$ cat config.mk
export PLATFORM = sky130hd
export DESIGN_NAME = axis_packet_arbiter
export DESIGN_NICKNAME = d
export VERILOG_FILES = /design/src/rtl/axis_arb_pkg.sv /design/src/rtl/rr_pick.sv /design/src/rtl/axis_packet_arbiter.sv
export SDC_FILE = /design/constraint.sdc
export NUM_CORES = 1
export LEC_CHECK = 0
export CAP_MARGIN = 25
export CORE_MARGIN = 2
export CORE_UTILIZATION = 36
export CTS_CLUSTER_DIAMETER = 30
export DETAILED_ROUTE_END_ITERATION = 10
export PLACE_DENSITY = 0.78
export SETUP_SLACK_MARGIN = 0.4
export SLEW_MARGIN = 0
export SYNTH_ARGS = -nofsm -noshare
export SYNTH_HDL_FRONTEND = slang
export SYNTH_SLANG_ARGS = --single-unit
$ cat constraint.sdc
create_clock -name clk -period 2.2 [get_ports clk]
set_clock_uncertainty 0.15 [all_clocks]
set_input_delay 0.22 -clock clk [delete_from_list [all_inputs] [get_ports clk]]
set_output_delay 0.22 -clock clk [all_outputs]
set_load 0.005 [all_outputs]
$ cat src/rtl/axis_arb_pkg.sv
`default_nettype none
// ============================================================================
// Module      : axis_arb_pkg
// Description : Shared types and helpers for the AXIS packet arbiter.
// Revision    : 1.0 - initial release
// ============================================================================
package axis_arb_pkg;

    localparam int PKT_CNT_W = 16;

    typedef enum logic [0:0] {
        IDLE   = 1'b0,
        ACTIVE = 1'b1
    } arb_state_t;

    // A one-bit ID is still needed when there are only two (or one) sources.
    function automatic int clog2_min1(input int n);
        return (n <= 2) ? 1 : $clog2(n);
    endfunction

endpackage
`default_nettype wire

$ cat src/rtl/rr_pick.sv
`default_nettype none
// ============================================================================
// Module      : rr_pick
// Description : Combinational round-robin picker (rotate, priority-encode,
//               un-rotate) starting the search at ptr.
// Revision    : 1.0 - initial release
// ============================================================================
module rr_pick
    import axis_arb_pkg::*;
#(
    parameter int NUM_IN   = 4,
    parameter int ID_WIDTH = clog2_min1(NUM_IN)
) (
    input  logic [NUM_IN-1:0]   req,
    input  logic [ID_WIDTH-1:0] ptr,
    output logic                found,
    output logic [ID_WIDTH-1:0] idx
);

    logic [NUM_IN-1:0]   w_rot;
    logic [ID_WIDTH-1:0] w_off;
    int                  w_sum;

    always_comb begin
        w_rot = '0;
        w_off = '0;
        w_sum = 0;
        for (int i = 0; i < NUM_IN; i++) begin
            w_rot[i] = req[(i + int'(ptr)) % NUM_IN];
        end
        // Scan downward so the lowest set bit of the rotated vector wins.
        for (int i = NUM_IN - 1; i >= 0; i--) begin
            if (w_rot[i]) begin
                w_off = ID_WIDTH'(i);
            end
        end
        w_sum = int'(w_off) + int'(ptr);
        if (w_sum >= NUM_IN) begin
            w_sum = w_sum - NUM_IN;
        end
        found = |req;
        idx   = ID_WIDTH'(w_sum);
    end

endmodule
`default_nettype wire

$ cat src/rtl/axis_packet_arbiter.sv
`default_nettype none
// ============================================================================
// Module      : axis_packet_arbiter
// Description : Packet-locked round-robin AXIS arbiter with registered master
//               output, source ID tagging and completed-packet counter.
// Revision    : 1.0 - initial release
// ============================================================================
module axis_packet_arbiter
    import axis_arb_pkg::*;
#(
    parameter int DATA_WIDTH = 16,
    parameter int NUM_IN     = 4,
    parameter int ID_WIDTH   = clog2_min1(NUM_IN)
) (
    input  logic                         clk,
    input  logic                         reset,
    input  logic [NUM_IN*DATA_WIDTH-1:0] s_tdata,
    input  logic [NUM_IN-1:0]            s_tvalid,
    input  logic [NUM_IN-1:0]            s_tlast,
    output logic [NUM_IN-1:0]            s_tready,
    output logic [DATA_WIDTH-1:0]        m_tdata,
    output logic                         m_tvalid,
    output logic                         m_tlast,
    input  logic                         m_tready,
    output logic [ID_WIDTH-1:0]          m_tid,
    input  logic [NUM_IN-1:0]            en_mask,
    output logic                         busy,
    output logic [PKT_CNT_W-1:0]         pkt_count
);

    arb_state_t             state_q, state_d;
    logic [ID_WIDTH-1:0]    ptr_q, ptr_d;
    logic [ID_WIDTH-1:0]    gnt_q, gnt_d;
    logic [DATA_WIDTH-1:0]  m_tdata_q, m_tdata_d;
    logic                   m_tlast_q, m_tlast_d;
    logic                   m_tvalid_q, m_tvalid_d;
    logic [ID_WIDTH-1:0]    m_tid_q, m_tid_d;
    logic [PKT_CNT_W-1:0]   pkt_count_q, pkt_count_d;

    logic                   w_found;
    logic [ID_WIDTH-1:0]    w_idx;
    logic                   w_gnt_ready;
    logic                   w_load;
    logic [DATA_WIDTH-1:0]  w_sel_data;

    rr_pick #(
        .NUM_IN   (NUM_IN),
        .ID_WIDTH (ID_WIDTH)
    ) u_rr_pick (
        .req   (s_tvalid & en_mask),
        .ptr   (ptr_q),
        .found (w_found),
        .idx   (w_idx)
    );

    // The output register can accept whenever it is empty or draining this cycle.
    assign w_gnt_ready = !m_tvalid_q || m_tready;
    assign w_sel_data  = s_tdata[int'(gnt_q)*DATA_WIDTH +: DATA_WIDTH];
    assign w_load      = (state_q == ACTIVE) && s_tvalid[gnt_q] && w_gnt_ready;

    always_comb begin
        s_tready = '0;
        if (state_q == ACTIVE) begin
            s_tready[gnt_q] = w_gnt_ready;
        end
    end

    always_comb begin
        state_d     = state_q;
        ptr_d       = ptr_q;
        gnt_d       = gnt_q;
        m_tdata_d   = m_tdata_q;
        m_tlast_d   = m_tlast_q;
        m_tvalid_d  = m_tvalid_q;
        m_tid_d     = m_tid_q;
        pkt_count_d = pkt_count_q;

        case (state_q)
            IDLE: begin
                if (w_found) begin
                    gnt_d   = w_idx;
                    state_d = ACTIVE;
                end
            end
            ACTIVE: begin
                if (w_load && s_tlast[gnt_q]) begin
                    state_d = IDLE;
                    ptr_d   = (gnt_q == ID_WIDTH'(NUM_IN - 1)) ? '0 : gnt_q + ID_WIDTH'(1);
                end
            end
            default: state_d = IDLE;
        endcase

        if (w_load) begin
            m_tdata_d  = w_sel_data;
            m_tlast_d  = s_tlast[gnt_q];
            m_tid_d    = gnt_q;
            m_tvalid_d = 1'b1;
        end else if (m_tvalid_q && m_tready) begin
            m_tvalid_d = 1'b0;
        end

        if (m_tvalid_q && m_tready && m_tlast_q) begin
            pkt_count_d = pkt_count_q + PKT_CNT_W'(1);
        end
    end

    always_ff @(posedge clk) begin
        if (reset) begin
            state_q     <= IDLE;
            ptr_q       <= '0;
            gnt_q       <= '0;
            m_tdata_q   <= '0;
            m_tlast_q   <= 1'b0;
            m_tvalid_q  <= 1'b0;
            m_tid_q     <= '0;
            pkt_count_q <= '0;
        end else begin
            state_q     <= state_d;
            ptr_q       <= ptr_d;
            gnt_q       <= gnt_d;
            m_tdata_q   <= m_tdata_d;
            m_tlast_q   <= m_tlast_d;
            m_tvalid_q  <= m_tvalid_d;
            m_tid_q     <= m_tid_d;
            pkt_count_q <= pkt_count_d;
        end
    end

    assign m_tdata   = m_tdata_q;
    assign m_tlast   = m_tlast_q;
    assign m_tvalid  = m_tvalid_q;
    assign m_tid     = m_tid_q;
    assign pkt_count = pkt_count_q;
    assign busy      = (state_q == ACTIVE) || m_tvalid_q;

endmodule
`default_nettype wire
# Word-level counts from Yosys, hierarchy flattened
# Cells that the tools add are included.
# op_classes
order_cmp	7
n_eq_ne	1
reduce_logical	16
n_bitwise	6
addsub	7
shift	1
muxes	29
# ops
op	count
indexed part select 64 x 7 -> 16 bit	1
adder 16 x 1 -> 16 bit (second input constant)	1
two-way mux 1 bit	14
binary-select mux 1 bit (select 2 bit)	6
less-than comparator 3 x 4 -> 1 bit (second input constant)	3
two-way mux 2 bit	6
AND 4 bit	2
logical AND 1 bit	6
less-than comparator 2 x 3 -> 1 bit (second input constant)	2
OR reduction 2 bit	3
adder 2 bit (first input constant)	2
two-way mux 4 bit	1
AND reduction 2 bit	2
OR reduction 4 bit	1
adder 2 x 2 -> 3 bit	1
AND 1 bit (first input constant)	3
greater-or-equal comparator 3 bit (second input constant)	1
adder 1 x 2 -> 2 bit (first input constant)	1
adder 2 x 1 -> 2 bit (second input constant)	1
demux 1 bit (select 2 bit)	1
equality test 2 bit (second input constant)	1
greater-or-equal comparator 2 x 1 -> 1 bit (second input constant)	1
logical OR 1 bit	2
one-hot mux 1 bit (2 select lines)	1
4 further kinds	4
# totals
regBits	41
in_bits	79
elab_cells	75
output_inout_bits	41

# Longest topological paths before layout
# Gate-level depths: netlist (run 1).
# logic_depth
word_depth	13
mapped_depth	9

# Hierarchy
# Synthesis (run 1) repeated with hierarchy kept, for this count alone.
# unflattened
cells_unflattened	262
area_unflattened_um2	2372.3
# modules_own_cells
module	seq_area_each_um2	instances	cells_each	area_each_um2
axis_packet_arbiter	820.8	1	235	2190.9
rr_pick	0.0	1	27	181.4

# Worst setup path after synthesis (run 1)
# OpenSTA, ideal clock, no wires.
# synth_path
path_type	register -> register
startpoint	reg ptr_q[0]
endpoint	reg gnt_q[1]
setup_slack_ps	129
t_arrival_ps	1830
n_path_buf	1
stages_incl_launch_ff	9
period_less_slack_ps	2071
path_cell_list	dfxtp_1 -> clkbuf_1 -> nor3_1 -> a311oi_1 -> o21ai_0 -> ha_1 -> xnor2_1 -> or3_1 -> a311oi_1
# synth_between
elab_chain_len	11
# synth_lines
item	line_no	rtl
from (decl)	axis_packet_arbiter.sv:32	logic [ID_WIDTH-1:0] ptr_q, ptr_d;
from (signal assigned)	axis_packet_arbiter.sv:120	ptr_q <= ptr_d;
adder 2 bit	rr_pick.sv:29	w_rot[i] = req[(i + int'(ptr)) % NUM_IN];
binary-select mux 1 bit (select 2 bit)	rr_pick.sv:29	
two-way mux 1 bit (implied by the code) (2 in series)	rr_pick.sv:29	
two-way mux 2 bit (4 in series)	rr_pick.sv:33	if (w_rot[i]) begin
adder 2 x 2 -> 3 bit *	rr_pick.sv:37	w_sum = int'(w_off) + int'(ptr);
greater-or-equal comparator 3 bit / subtractor 2 x 1 -> 2 bit (equally long branches)	rr_pick.sv:38, rr_pick.sv:39	
two-way mux 2 bit *	rr_pick.sv:38	if (w_sum >= NUM_IN) begin
to (signal assigned)	axis_packet_arbiter.sv:121	gnt_q <= gnt_d;
to (decl)	axis_packet_arbiter.sv:33	logic [ID_WIDTH-1:0] gnt_q, gnt_d;
# Mark *: on every way between the ends. The rest lies on a longest branch, timed or not. The select of a mux whose other input is x is not followed.
# A chain may end at the register's enable or synchronous reset.

# Final worst setup path (run 1)
# layout_path
startpoint	in en_mask[2]
endpoint	reg gnt_q[1]
# layout_between
elab_chain_len	11
# layout_lines
item	line_no	rtl
from (decl)	axis_packet_arbiter.sv:26	input logic [NUM_IN-1:0] en_mask,
AND 4 bit *	axis_packet_arbiter.sv:50	.req (s_tvalid & en_mask),
binary-select mux 1 bit (select 2 bit)	rr_pick.sv:29	
two-way mux 1 bit (implied by the code) (2 in series)	rr_pick.sv:29	
two-way mux 2 bit (4 in series)	rr_pick.sv:33	
adder 2 x 2 -> 3 bit	rr_pick.sv:37	
greater-or-equal comparator 3 bit / subtractor 2 x 1 -> 2 bit (equally long branches)	rr_pick.sv:38, rr_pick.sv:39	
two-way mux 2 bit	rr_pick.sv:38	
# Marked as above.

==> summary.md, run 1 <==
| Metric | Value |
|---|---|
| Outcome | `finished clean` |
| Sequential cell area | `841 sq um` |
| Final instance area | `0.00393 sq mm` |
| Crit end category | `flip-flop` |
| Hold Crit Depth | `2` |
| Placed cell area | `0.00363 sq mm` |
| Syn Area/Cell | `9.15 sq um` |
| Cell internal pwr | `1.64 mW` |
| Crit-path slowest cell | `o311a_1` |
| TritonCTS clock tree | `done` |
| Synth Instances | `245` |
| # H-tree levels | `2` |
| Clock power frac | `33.3%` |
| Antenna Diode Count | `0` |
| Power Density | `555 mW/mm^2` |
| Die area | `0.00687 sq mm` |
| Hold Vio Cnt, Final | `0` |
| Sequential fraction of the synthesis area | `36.6%` |
| CP required | `2.24 ns` |
| Initial DRC count | `66` |
| Unrepaired setup endpoints after global routing | `true` |
| Total track usage | `19.3%` |
| Peak Freq | `527 MHz` |
| Final net count | `472` |
| Max_cap viols | `0` |
| Share of layout cells above drive strength 1 | `19.8%` |
| Placer congestion estimate | `0.885` |
| Port Buffer Count | `119` |
| Reg power frac | `37.5%` |
| Power Total | `2.18 mW` |
| CP max FO | `4` |
| CP Buf/Inv Count | `1` |
| Final Slew Violations | `0` |
| Setup TNS | `0 ns` |
| Routed WL | `6850 um` |
| Peak VDD IR | `0.000398 V` |
| Top Family by Delay on Critical Path | `compound AO/OA/AOI/OAI gates` |
| Switching part of the total | `24.6%` |
| Final core occ | `65.9%` |
| Ports | `120` |
| Synthesis Warnings | `0` |
| Final min period | `1.90 ns` |
| Final cell count without fillers | `463` |
| DP Worst Slack | `-0.263 ns` |
| Largest net degree at the start of global routing | `24` |
| Critical path depth | `8` |
| Initial antenna violation count | `0` |
| Relative slew slack | `69.8%` |
| Reg2reg path depth | `7` |
| Clock sink count | `41` |
| Min setup slack post-route | `0.304 ns` |
| Die W | `82.9 um` |
| Leakage | `1.52 nW` |
| DP Cell Count | `439` |
| Initial Util | `37.6%` |
| P_sw | `536 uW` |
| Post-DP HPWL | `5200 um` |
| Core area | `0.00596 sq mm` |
| Cell row count | `28` |
| Yosys cell types | `33` |
| Critical path class | `input port to flip-flop` |
| First-pass GRT wire length | `10900 um` |
| Area of the multi-input gates | `0.00140 sq mm` |
| DRT antenna net count | `0` |
| Total CTS buffers | `5` |
| Max Root-Sink Buffers | `2` |
| Mapped Nets | `330` |
| Die height | `82.9 um` |
| Fin crit share | `86.2%` |
| Drt wl/cell | `14.8 um` |
| Finish-stage setup viols | `0` |
| #FFs+latches synth | `41` |
| Least-Margin Pin Slew | `0.447 ns` |
| # hold bufs at CTS | `0` |
| Worst-case hold slack | `0.308 ns` |
| Fillers | `496` |
| Crit-path cells | `dlygate4sd2_1, and2_4, o311a_1, o21ai_1, ha_2, xnor2_1, or3_1, a311oi_1` |
| Comb power frac | `29.2%` |
| Clk slew on worst S/H paths | `0.08 ns` |
| DR vias | `2360` |
| Crit path largest cell delay | `0.35 ns` |
| Min-delay worst type | `flip-flop to flip-flop` |
| Vias in the first global route | `2281` |
| Skew-Pair Late Insertion Delay | `0.29 ns` |
| Global route total overflow | `0` |
| DRT Pass-1 Iters | `4` |
| Synthesized cell area | `0.00224 sq mm` |
| Startpoint Class | `input port` |
| DRC | `0` |
| Synth-to-Final Area Change | `75.2%` |
| CP arrival | `1.94 ns` |
| Root Buffer | `clkbuf_8` |
| Drt via density | `5.10` |
-- cells by family after synthesis --
kind of cell | count (synthesis) | synth area share [%]
AO/OA/AOI/OAI | 41 | 11.1
XOR/XNOR | 16 | 6.25
adder cells (fa/ha/maj) | 6 | 3.35
buffers and inverters | 18 | 3.57
flip-flops | 41 | 36.6
multiplexers | 19 | 18.5
AND/OR/NAND/NOR | 104 | 20.6
-- layer usage --
metal	part of all wire, %	track usage, %
met3	7.0	5.37
met5	0	0
met2	54	36.2
met1	39	21.4
met4	0.76	4.47
-- synthesized netlist by cell type --
master | instances | area (sq um)
a41oi_1 | 1 | 8.76
and4_1 | 1 | 8.76
a21oi_1 | 28 | 140
inv_1 | 3 | 11.3
a31o_2 | 1 | 8.76
mux4_2 | 18 | 405
o21ai_0 | 2 | 10.0
ha_1 | 6 | 75.1
a211o_1 | 2 | 17.5
nand2b_1 | 1 | 6.26
xnor2_1 | 4 | 35.0
buf_2 | 4 | 20.0
nor3_1 | 1 | 5.00
clkbuf_1 | 8 | 30.0
mux2i_1 | 1 | 10.0
or3_1 | 2 | 12.5
nand2_2 | 1 | 6.26
dfxtp_1 | 41 | 821
a21o_1 | 1 | 7.51
or2_2 | 1 | 6.26
nor2_1 | 21 | 78.8
buf_1 | 1 | 3.75
and2_1 | 2 | 12.5
buf_4 | 2 | 15.0
a311oi_1 | 2 | 17.5
o311a_1 | 1 | 10.0
a2111oi_0 | 2 | 17.5
nand3_1 | 8 | 40.0
xor2_1 | 12 | 105
a21bo_2 | 1 | 10.0
and3_1 | 12 | 75.1
nand2_1 | 51 | 191
nand4_1 | 3 | 18.8
-- final cells by class --
cell class	count	area share (%)
Tap cell	75	2.39
Timing Repair Buffer	150	36.9
Clock inverter	3	1.75
Sequential cell	41	21.4
Inverter	3	0.287
Multi-Input combinational cell	186	35.5
Clock buffer	5	1.75
-- power groups by stage --
stage	registers (mW)	logic, mW	clock network, mW
final	0.817	0.636	0.726
after global routing	0.823	0.690	0.784
after CTS	0.821	0.591	0.744
after detailed placement	0.838	0.582	0
after global placement	0.836	0.569	0
after floorplan	0.825	0.288	0
-- flip-flops by register name, summed over array words and instances, names as in the netlist --
register   cells
m_tvalid       1
m_tdata       16
gnt_q          2
ptr_q          2
m_tlast        1
pkt_count     16
m_tid          2
state_q        1
-- path summary, 6_finish.rpt --
check                           startpoint         end  slack [ns]
worst max register to register    ptr_q[0]    gnt_q[1]        0.32
worst max-delay path            en_mask[2]    gnt_q[1]        0.30
worst min register to register  m_tdata[4]  m_tdata[4]        0.31
worst min-delay path            m_tdata[4]  m_tdata[4]        0.31
-- cells in the final DEF, fill, tap and decap left out, types with 4 or more instances in the layout --
master and count:
and3_1 10, a21oi_1 28, xnor2_1 4, dfxtp_1 35, ha_1 5, nor2_1 21, xor2_1 12, dfxtp_4 5
mux4_2 18, clkbuf_8 5, dlygate4sd2_1 11, clkdlybuf4s50_1 105, nand3_1 8, buf_4 26, nand2_1 49
-- worst min-delay path: stages (launching register included) --
cell and delay [ns]:
dfxtp_1 0.31, nand2_1 0.05, a21oi_1 0.05
-- repair_timing --
item / 4_1_cts / 5_1_grt
setup buffers: 5 / 11
setup endpoints to repair: 28 / 6
pin swaps: 6 / 2
resized for setup: 27 / 13
No activity file was read; power rests on OpenSTA's default activity.
==> run 2, diff against run 1 <==
SKIP_CTS_REPAIR_TIMING = 1   (was unset)
==> summary.md, run 2 (same netlist as run 1, synthesis figures left out) <==
| Metric | Value |
|---|---|
| Die W | `82.9 um (unchanged)` |
| Worst Setup SP | `ptr_q[0]` |
| Crit-path cells | `a2111oi_4, a21oi_1, o21ai_2, ha_2, xnor2_2, or3_1, a311oi_1` |
| Gr busiest metal | `met2` |
| Routed WL | `7040 um (+2.9%)` |
| Top Family by Delay on Critical Path | `compound AO/OA/AOI/OAI gates` |
| Setup TNS | `0 ns (unchanged)` |
| Leakage | `1.66 nW (+9.2%)` |
| Hold path start | `m_tready` |
| Crit end category | `flip-flop` |
| Initial Util | `37.6% (unchanged)` |
| Total CTS buffers | `5 (unchanged)` |
| TritonCTS clock tree | `done` |
| DRT Pass-1 Iters | `4 (unchanged)` |
| Relative slew slack | `69.6% (-0.19 points)` |
| Sequential cell area | `840 sq um (-0.15%)` |
| Final min period | `2.02 ns (+0.122 ns)` |
| Skew-Pair Late Insertion Delay | `0.29 ns (about the same)` |
| Met2 Use GR | `35.2% (-1.0 points)` |
| Port Buffer Count | `119 (unchanged)` |
| Synth-to-Final Area Change | `79.0%` |
| Core area | `0.00596 sq mm (unchanged)` |
| DRC | `0 (unchanged)` |
| Ports | `120 (unchanged)` |
| Root Buffer | `clkbuf_8` |
| Placer congestion estimate | `0.885 (unchanged)` |
| Vias in the first global route | `2240 (-1.8%)` |
| Max_cap viols | `0 (unchanged)` |
| Peak VDD IR | `0.000398 V (about the same)` |
| Peak Freq | `495 MHz (-6.0%)` |
| DR vias | `2393 (+1.4%)` |
| Outcome | `finished clean` |
| CP arrival | `2.07 ns (+0.13 ns)` |
| M3 GR Usage | `5.37% (unchanged)` |
| Final instance area | `0.00401 sq mm (+2.2%)` |
| Share of layout cells above drive strength 1 | `20.8% (+0.98 points)` |
| DP Worst Slack | `-0.263 ns (unchanged)` |
| Leading cell types in the layout, fill and taps excluded | `clkdlybuf4s50_1, nand2_1, dfxtp_1` |
| Area of the multi-input gates | `0.00143 sq mm (+2.3%)` |
| Post-DP HPWL | `5200 um (unchanged)` |
| Critical R2R Launch | `ptr_q[0]` |
| DRT antenna net count | `0 (unchanged)` |
| Min setup slack post-route | `0.182 ns (-0.122 ns)` |
| Least-Margin Pin Slew | `0.450 ns (+0.00285 ns)` |
| First-pass GRT wire length | `10600 um (-2.0%)` |
| R2r setup slk | `0.18 ns (-0.14 ns)` |
| Global routing usage on met1 | `21.2% (-0.26 points)` |
| Fin crit share | `91.7% (+5.5 points)` |
| Startpoint Class | `flip-flop` |
| Worst Setup EP | `gnt_q[1]` |
| Cell row count | `28 (unchanged)` |
| Initial DRC count | `77 (+17%)` |
| Min-delay worst type | `input port to flip-flop` |
| Final Slew Violations | `0 (unchanged)` |
| Die area | `0.00687 sq mm (unchanged)` |
| CP max FO | `7 (+3)` |
| Hold Vio Cnt, Final | `0 (unchanged)` |
| # H-tree levels | `2 (unchanged)` |
| Critical path class | `flip-flop to flip-flop` |
| Max Root-Sink Buffers | `2 (unchanged)` |
| Global route total overflow | `0 (unchanged)` |
| Final net count | `473 (+0.21%)` |
| Crit path largest cell delay | `0.40 ns (+0.05 ns)` |
| Crit-path slowest cell | `dfxtp_4` |
| Fillers | `471 (-5.0%)` |
| Placed cell area | `0.00363 sq mm (unchanged)` |
| Unrepaired setup endpoints after global routing | `true` |
| Commonest non-fill, non-tap cell in the layout | `clkdlybuf4s50_1` |
| Die height | `82.9 um (unchanged)` |
| Crit Reg-Reg Endpoint | `gnt_q[1]` |
| Clock sink count | `41 (unchanged)` |
| CP Buf/Inv Count | `0 (-1)` |
| Reg2reg path depth | `7 (unchanged)` |
| CP required | `2.25 ns (about the same)` |
| Critical path depth | `7 (-1)` |
| Power Density | `549 mW/mm^2 (-1.1%)` |
| Finish-stage setup viols | `0 (unchanged)` |
| Drt wl/cell | `15.2 um (+2.6%)` |
| Initial antenna violation count | `0 (unchanged)` |
| Largest net degree at the start of global routing | `24 (unchanged)` |
| Clk slew on worst S/H paths | `0.09 ns (about the same)` |
| Total track usage | `18.9% (-0.38 points)` |
| Drt via density | `5.16 (+1.2%)` |
| Antenna Diode Count | `0 (unchanged)` |
## run 2: through the flow
step / cells / hold slack (ns) / total power [mW] / util (%)
after floorplan: 245 / 0.303 / 1.11 / -
after global placement: 439 / 0.291 / 1.41 / 60.9
after detailed placement: 439 / 0.298 / 1.42 / 60.9
after CTS: 447 / 0.311 / 2.15 / 63.3
after global routing: 464 / 0.241 / 2.31 / 67.4
final: 464 / 0.218 / 2.20 / 67.4
## run 2: power breakdown
part | switching (mW) | internal (mW)
Combinational | 0.238 | 0.413
Clock | 0.274 | 0.457
Sequential | 0.0368 | 0.782
## run 2: worst min path at each step
| stage | cells after the start | endpoint | slack, ns |
|---|---|---|---|
| global route | 4 | pkt_count[1] | 0.24 |
| global placement | 2 | m_tdata[4] | 0.29 |
| detailed placement | 2 | m_tdata[15] | 0.30 |
| CTS | 2 | m_tdata[15] | 0.31 |
| floorplan | 2 | m_tdata[0] | 0.30 |
| finish | 4 | pkt_count[1] | 0.22 |
## run 2: cell type report
class | instances | share of cell area, %
clock buffers | 5 | 1.72
well taps | 75 | 2.34
clock inverters | 3 | 1.72
multi-input cells | 186 | 35.6
flip-flops and latches | 41 | 20.9
inverters | 3 | 0.281
repair buffers | 151 | 37.4
## run 2: worst reg2reg max path, delay by kind of cell (launching register included)
family          cells  cell delay, ns
compound gates      4            0.75
xor+xnor            1            0.07
fa+ha+maj           1            0.20
flops               1            0.40
simple gates        1            0.37
## run 2: per-layer routing
layer  vias to the layer above  share of wire, %
met5                         -                 0
met4                         0              0.84
met3                         8               7.9
met2                       101                54
met1                      1125                38
li1                       1159                 -
==> run 3, diff against run 2 <==
CAP_MARGIN = 0   (was 25)
==> results of run 3 <==
The final DEF is identical to that of run 2; final timing and power are the same.
